## config.mk

```make
export PLATFORM = sky130hd
export DESIGN_NAME = ser2par8
export DESIGN_NICKNAME = d
export VERILOG_FILES = /design/src/rtl/ser2par8_pkg.sv /design/src/rtl/ser2par8.sv
export SDC_FILE = /design/constraint.sdc
export NUM_CORES = 1
export LEC_CHECK = 0
export CORE_MARGIN = 2
export CORE_UTILIZATION = 50
export CTS_CLUSTER_DIAMETER = 60
export DETAILED_ROUTE_END_ITERATION = 6
export DONT_BUFFER_PORTS = 1
export PLACE_DENSITY = 0.68
export SYNTH_ARGS = -nofsm -noshare
export SYNTH_HDL_FRONTEND = slang
export SYNTH_SLANG_ARGS = --single-unit
export TNS_END_PERCENT = 5
```

## constraint.sdc

```tcl
create_clock -name clk -period 1.6 [get_ports clk]
set_input_delay 0.16 -clock clk [delete_from_list [all_inputs] [get_ports clk]]
set_output_delay 0.16 -clock clk [all_outputs]
set_load 0.1 [all_outputs]
```

## src/rtl/ser2par8_pkg.sv

```systemverilog
// ser2par8_pkg: shared widths, FSM state encoding and parity helper for the
// ser2par8 serial-to-parallel byte assembler.
package ser2par8_pkg;

    localparam int unsigned DATA_W = 8;   // assembled byte width
    localparam int unsigned CNT_W  = 3;   // bit-position counter width
    localparam int unsigned FCNT_W = 8;   // delivered-frame counter width

    // PARITY is only reachable when SER2PAR8_PARITY_EN is defined.
    typedef enum logic [1:0] {
        SHIFT  = 2'd0,
        PARITY = 2'd1,
        EMIT   = 2'd2
    } state_t;

    // Even parity: data bits plus parity bit must hold an even number of ones.
    function automatic logic even_par_ok(input logic [DATA_W-1:0] data,
                                         input logic              par);
        return ((^data) ^ par) == 1'b0;
    endfunction

endpackage

```

## src/rtl/ser2par8.sv

```systemverilog
// ser2par8: accepts one serial bit per s_valid/s_ready handshake, assembles
// eight of them into a byte and presents it on d with a one-cycle en strobe
// that loads a downstream 8-bit register owned by the parent.
//
// Build option: define SER2PAR8_PARITY_EN to take a ninth, even-parity bit
// per frame; a parity mismatch produces a par_err strobe instead of en.
//
// Ports:
//   clk        rising-edge clock
//   reset      synchronous active-high reset (highest priority)
//   clr        synchronous frame abort; discards the partial byte
//   s_valid    serial bit valid
//   s_data     serial bit
//   s_ready    block accepts a bit this cycle (low in EMIT and in reset)
//   d          registered assembled byte, updated only on a good frame
//   en         one-cycle load strobe for the downstream register
//   par_err    one-cycle parity-failure strobe (constant 0 without parity)
//   frame_cnt  count of bytes delivered via en, wraps 255 -> 0
//
// Parameter:
//   MSB_FIRST  0: first accepted bit lands in bit 0; 1: in bit 7
module ser2par8
    import ser2par8_pkg::*;
#(
    parameter bit MSB_FIRST = 1'b0
) (
    input  logic              clk,
    input  logic              reset,
    input  logic              clr,
    input  logic              s_valid,
    input  logic              s_data,
    output logic              s_ready,
    output logic [DATA_W-1:0] d,
    output logic              en,
    output logic              par_err,
    output logic [FCNT_W-1:0] frame_cnt
);

    localparam logic [CNT_W-1:0] LAST_POS = CNT_W'(DATA_W - 1);

    state_t              state, state_nxt;
    logic [CNT_W-1:0]    cnt, cnt_nxt;
    logic [DATA_W-1:0]   shreg, shreg_nxt;
    logic [DATA_W-1:0]   shreg_ins;
    logic [CNT_W-1:0]    pos;
    logic [DATA_W-1:0]   d_q, d_nxt;
    logic                en_q, en_nxt;
    logic [FCNT_W-1:0]   fcnt_q, fcnt_nxt;
    logic                accept;
`ifdef SER2PAR8_PARITY_EN
    logic                perr_q, perr_nxt;
`endif

    // Handshake: ready everywhere except the EMIT cycle and during reset.
    assign s_ready = ~reset & (state != EMIT);

    // A bit offered alongside clr is dropped along with the partial byte.
    assign accept = s_valid & s_ready & ~clr;

    // Byte position for the current bit, and the shift register with it merged.
    always_comb begin
        pos       = MSB_FIRST ? (LAST_POS - cnt) : cnt;
        shreg_ins = shreg;
        shreg_ins[pos] = s_data;
    end

    // Next-state and next-output logic.
    always_comb begin
        state_nxt = state;
        cnt_nxt   = cnt;
        shreg_nxt = shreg;
        d_nxt     = d_q;
        en_nxt    = 1'b0;
        fcnt_nxt  = fcnt_q;
`ifdef SER2PAR8_PARITY_EN
        perr_nxt  = 1'b0;
`endif

        unique case (state)
            SHIFT: begin
                if (accept) begin
                    shreg_nxt = shreg_ins;
                    cnt_nxt   = cnt + CNT_W'(1);
                    if (cnt == LAST_POS) begin
`ifdef SER2PAR8_PARITY_EN
                        state_nxt = PARITY;
`else
                        // Byte, strobe and count all land together so the
                        // EMIT cycle shows the new byte with en high.
                        state_nxt = EMIT;
                        d_nxt     = shreg_ins;
                        en_nxt    = 1'b1;
                        fcnt_nxt  = fcnt_q + FCNT_W'(1);
`endif
                    end
                end
            end

            PARITY: begin
`ifdef SER2PAR8_PARITY_EN
                if (accept) begin
                    state_nxt = EMIT;
                    if (even_par_ok(shreg, s_data)) begin
                        d_nxt    = shreg;
                        en_nxt   = 1'b1;
                        fcnt_nxt = fcnt_q + FCNT_W'(1);
                    end else begin
                        perr_nxt = 1'b1;
                    end
                end
`else
                state_nxt = SHIFT;
`endif
            end

            EMIT: begin
                state_nxt = SHIFT;
            end

            default: begin
                state_nxt = SHIFT;
            end
        endcase

        // Abort: the strobes already registered for an EMIT cycle still
        // complete; only the in-progress frame is thrown away.
        if (clr) begin
            state_nxt = SHIFT;
            cnt_nxt   = '0;
            shreg_nxt = '0;
        end
    end

    // State and output registers.
    always_ff @(posedge clk) begin
        if (reset) begin
            state  <= SHIFT;
            cnt    <= '0;
            shreg  <= '0;
            d_q    <= '0;
            en_q   <= 1'b0;
            fcnt_q <= '0;
        end else begin
            state  <= state_nxt;
            cnt    <= cnt_nxt;
            shreg  <= shreg_nxt;
            d_q    <= d_nxt;
            en_q   <= en_nxt;
            fcnt_q <= fcnt_nxt;
        end
    end

`ifdef SER2PAR8_PARITY_EN
    // Parity-failure strobe register.
    always_ff @(posedge clk) begin
        if (reset) begin
            perr_q <= 1'b0;
        end else begin
            perr_q <= perr_nxt;
        end
    end

    assign par_err = perr_q;
`else
    assign par_err = 1'b0;
`endif

    assign d         = d_q;
    assign en        = en_q;
    assign frame_cnt = fcnt_q;

endmodule

```

Yosys cells after proc, flatten, opt, wreduce, memory -nomap -nowiden
Index checks and enable logic that the tools add are counted.
{ "classes": {"n_bitwise": 8, "magnitude_cmp": 2, "addsub": 2, "mux": 4, "reduce_logical": 8, "eq_ne": 1} }
{ "op_table": {"columns": ["op", "count"], "rows": [
  ["$add 8x1->8 const B", 1],
  ["$bwmux 8", 1],
  ["$reduce_or 3->1", 2],
  ["$not 1->1", 5],
  ["$lt 3x4->1 const B", 1],
  ["$reduce_and 2->1", 2],
  ["$add 3x1->3 const B", 1],
  ["$and 1x1->1", 3],
  ["$demux 1 s3", 1],
  ["$eq 3x3->1 const B", 1],
  ["$ge 3x1->1 const B", 1],
  ["$reduce_and 3->1", 1],
  ["$logic_not 2->1", 1],
  ["$mux 1", 2],
  ["$reduce_or 2->1", 1],
  ["$logic_and 1x1->1", 1]
]} }
{ "word_totals": {"in_bits": 5, "out_inout_bits": 19, "word_cells": 31, "regBits": 29} }

Logic depth before layout (Yosys ltp)
{ "depth": {"ltp_word": 6, "ltp_mapped": 5, "ltp_nobuf": 5} }

Least setup slack after synthesis
OpenSTA, ideal clock, no wires.
{ "synth_timing": {"kind": "flip-flop to flip-flop", "startpoint": "reg fcnt_q[0], in the netlist frame_cnt[0]", "endpoint": "reg fcnt_q[6], in the netlist frame_cnt[6]", "setup_ns": 0.070, "required_ns": 1.530, "slack_ns": -0.509, "arrival_ns": 2.039, "path_buffers": 0, "period_less_slack_ns": 2.109, "stages_incl_launch_ff": 5, "cell_sequence": "dfxtp_1 > ha_1 > nand2_1 > or4_1 > a21oi_1"} }
{ "synth_via": {"elab_chain_len": 1} }
{ "synth_lines": {"columns": ["item", "line_no", "text"], "rows": [
  ["start, declared", "ser2par8.sv:48", "logic [FCNT_W-1:0] fcnt_q, fcnt_nxt;"],
  ["start signal, assigned", "ser2par8.sv:149", "fcnt_q <= fcnt_nxt;"],
  ["$add 8x1->8", "ser2par8.sv:93", "fcnt_nxt = fcnt_q + FCNT_W'(1);"]
]} }
No other way between the ends.
A chain may end at the register's enable or synchronous reset.

Worst setup path in the final report
{ "layout_timing": {"startpoint": "reg state[1]", "endpoint": "reg fcnt_q[6], in the netlist frame_cnt[6]"} }
{ "layout_via": {"elab_chain_len": 5, "elab_cells_between_ends": 6, "classes_between": "4 x bitwise; 2 x reduce/logical"} }
{ "layout_lines": {"columns": ["item", "line_no", "text"], "rows": [
  ["start, declared", "ser2par8.sv:41", "state_t state, state_nxt;"],
  ["start signal, assigned", "ser2par8.sv:144", "state <= state_nxt;"],
  ["$not 1->1", null, null],
  ["$and 1x1->1", "ser2par8.sv:55", "assign s_ready = ~reset & (state != EMIT);"],
  ["$and 1x1->1 (2 in series)", "ser2par8.sv:58", "assign accept = s_valid & s_ready & ~clr;"],
  ["$reduce_and 3->1 (no line) *", null, null]
]} }
Mark *: on every way between the ends. The rest lies on a longest branch, timed or not.

==> key figures <==
Worst setup path
  – CP Data Arrival Time: 1.86 ns
  – Max incr delay on CP: 0.57 ns
  – Worst setup SP type: flip-flop
  – Delay-heaviest family, CP: simple AND/OR/NAND/NOR gates
  – Worst-path cell chain: buf_6 -> nand4b_1 -> or4_1 -> a21oi_1
  – Buffers & Inverters on Critical Path: 1
  – Crit path kind: reg2reg
  – Critical Path Fanout Max: 8
  – Crit-path slowest cell: or4_1
  – CP endpoint kind: flip-flop
  – Worst EP required: 1.86 ns

Power
  – Internal power: slightly above 1 mW
  – PwrDens: 777 mW/mm²
  – Peak supply drop: 0.000538 V
  – Power Total: 1.33 mW
  – Switching Fraction: 0.244
  – Seq pwr share: 0.546
  – Clock share of power: 0.386
  – Combinational Power Share: 0.068
  – Lkg Pwr: 0.612 nW
  – Sw power: ~320 µW

Timing
  – Tmin final: ~1.6 ns
  – Clock Skew: about 0.015 ns
  – RSZ-0062 raised after global routing: true
  – Fmax: around 0.63 GHz
  – Worst-Margin Slew: 0.579 ns
  – Setup-violating endpoint count in the final report: 0
  – Fin. Hold Viols: 0
  – Tcrit/Tclk final: 0.999
  – Setup TNS: 0 ns
  – Relative slew slack: 0.613
  – Max-slew violations: 0

Outcome
  – Status: complete, no violations

Logic synthesis
  – Syn. warnings: 0
  – Compound-Gate Fraction of Synth Area: 0.211
  – Largest cells by area after synthesis: dfxtp_1, a21oi_1, nand3_1, o21ai_0, mux2i_1
  – Largest family of logic cells by synthesized area: simple AND/OR/NAND/NOR gates
  – Synth Area in Simple Gates: 0.234
  – Synth Area in XOR/XNOR: 0.00622
  – Mapped Cells: 160
  – Flops & latches, synth: 29
  – EDFF count, synth: 0
  – Adder-cell share of the synthesized area: 0.0266
  – Post-synthesis sequential area ratio: 0.412
  – Most common cell in the netlist: dfxtp_1
  – Biggest area consumer among synthesized cells: dfxtp_1
  – Synth top cells by count: dfxtp_1, a21oi_1, nand3_1, o21ai_0, clkbuf_1
  – Post-synth ARST share: 0
  – Syn_area_per_cell: 8.81 µm²
  – Post-synth net total: 168
  – Netlist Area Pre-Place: approximately 0.0014 mm²
  – Top_reg_cell synth: dfxtp_1
  – Synth unique cells: 37
  – Mux cell area share after synthesis: 0.0426
  – Synth top area share: 0.412

CTS
  – Sink Count: 29
  – Root Buffer: clkbuf_4
  – CTS buffer count: 5
  – Clk_lat worst skew: between 0.3 and 0.4 ns
  – H-tree levels: 2
  – CTS clk-pin slew, worst paths: 0.10 ns
  – CTS tree: done
  – CTS max path bufs: 2

Global route
  – Vias in the first global route: around 1300
  – Gr usage total: 0.219
  – Global-route wire length before repair: approximately 5.6 mm
  – Pin count of the biggest net entering global routing: 20
  – Initial antenna violation count: 0
  – Global route total overflow: 0

Finish
  – Layout cells sized above 1: 0.303
  – ANT cells: 0
  – Final net count: 192
  – Synth-to-layout area growth: 21.5%

Die
  – Die width: 57.1 µm
  – IO Count: 24
  – Die Y: 57.1 µm
  – Core area: 0.00271 mm²
  – Die ar.: 0.00326 mm²
  – Site Rows: 19
  – Initial Utilization: 0.520

Place
  – GPL Wtd Cong: about 0.83
  – PortBufs: 0
  – DP Wirelength: 2.23 mm

Routing
  – Routed WL per cell: 15.1 µm
  – Total Wirelength: 3.26 mm
  – Antenna Nets Post-Route: 0
  – 1st-iter DRT viols: 71
  – Residual DRC count: 0
  – Routed via count: 1329
  – Vias per cell: 6.15
  – DRT Pass-1 Iters: 5

Worst hold path
  – Hold Path Class: in2reg

Run
  – MaxCap Viol Count: 0
==> flip-flops by register name (all words and copies together), names as in the netlist <==
register and cells:
en 1, state 1, d 8, frame_cnt 8, cnt 3, shreg 8
==> cells in the final DEF, fill, tap and decap left out, drive strengths merged, types with 2 or more instances in the layout <==
master and count:
buf 29, dfxtp 29, a21oi 22, nand3 13, o21ai 13, nor2 7
clkbuf 7, mux2i 6, a311oi 6, o31ai 6, nand4 5, nand2 4
nand2b 4, or4 4, ha 3, nand4b 2, inv 2, nor2b 2
nand3b 2, a211oi 2, dlygate4sd3 2, nor3 2
==> per-stage QoR <==
step                std cells  utilization  area [µm²]  hold WS [ns]  setup WS [ns]
floorplan                 160            -        1420         0.354         -0.221
global placement          202        0.576        1560         0.226         0.0858
detailed placement        202        0.576        1560         0.229       -0.00580
CTS                       215        0.618        1670       0.00936         0.0204
global route              216        0.632        1710        0.0103        -0.0575
finish                    216        0.632        1710        0.0166        0.00136
==> path summary, 6_finish.rpt <==
kind                     start      endpoint  slack, ns  cells past startpoint
setup / recovery      state[1]  frame_cnt[6]      0.001                      4
hold / removal           reset  frame_cnt[3]       0.02                      2
setup reg to reg      state[1]  frame_cnt[6]      0.001                      4
hold reg to reg   frame_cnt[2]  frame_cnt[2]       0.47                      1
==> metal layers <==
layer | vias to the layer above | routed length, µm | GRT usage | part of all wire
li1 | 641 | - | - | -
met1 | 627 | 1400 | 0.278 | 0.43
met2 | 57 | 1580 | 0.348 | 0.49
met3 | 4 | 243 | 0.0612 | 0.074
met4 | 0 | 40 | 0.0997 | 0.012
met5 | - | 0 | 0 | 0
==> cells by family (layout without fill, tap and decap cells) <==
| logic type | Yosys count | after routing |
|---|---|---|
| simple gates | 54 | 54 |
| compound gates | 50 | 50 |
| flops | 29 | 29 |
| buf+inv | 16 | 41 |
| mux | 6 | 6 |
| fa+ha+maj | 3 | 3 |
| other cells | 1 | 1 |
| xor+xnor | 1 | 1 |
==> power groups by stage <==
stage	Clock [mW]	Combinational [mW]	Sequential [mW]
6_report	0.514	0.0903	0.726
3_5_place_dp	0	0.0766	0.742
4_1_cts	0.515	0.0883	0.725
3_3_place_gp	0	0.0754	0.742
2_1_floorplan	0	0.0811	0.742
5_1_grt	0.545	0.0970	0.726
==> layout make-up <==
| type | instances | area (µm²) |
|---|---|---|
| fillers | 222 | 998 |
| inverters | 2 | 7.51 |
| multi-input cells | 115 | 763 |
| well taps | 31 | 38.8 |
| clock buffers | 7 | 65.1 |
| flip-flops and latches | 29 | 591 |
| clock inverters | 1 | 5.00 |
| repair buffers | 31 | 241 |
==> repair_timing <==
action	4_1_cts	5_1_grt
pin swaps	0	5
buffers inserted	3	1
endpoints found under the setup margin	1	12
gates resized for setup	0	9
hold endpoints to repair	23	0
hold buffers	2	0
Power figures use the tool's default switching activity.
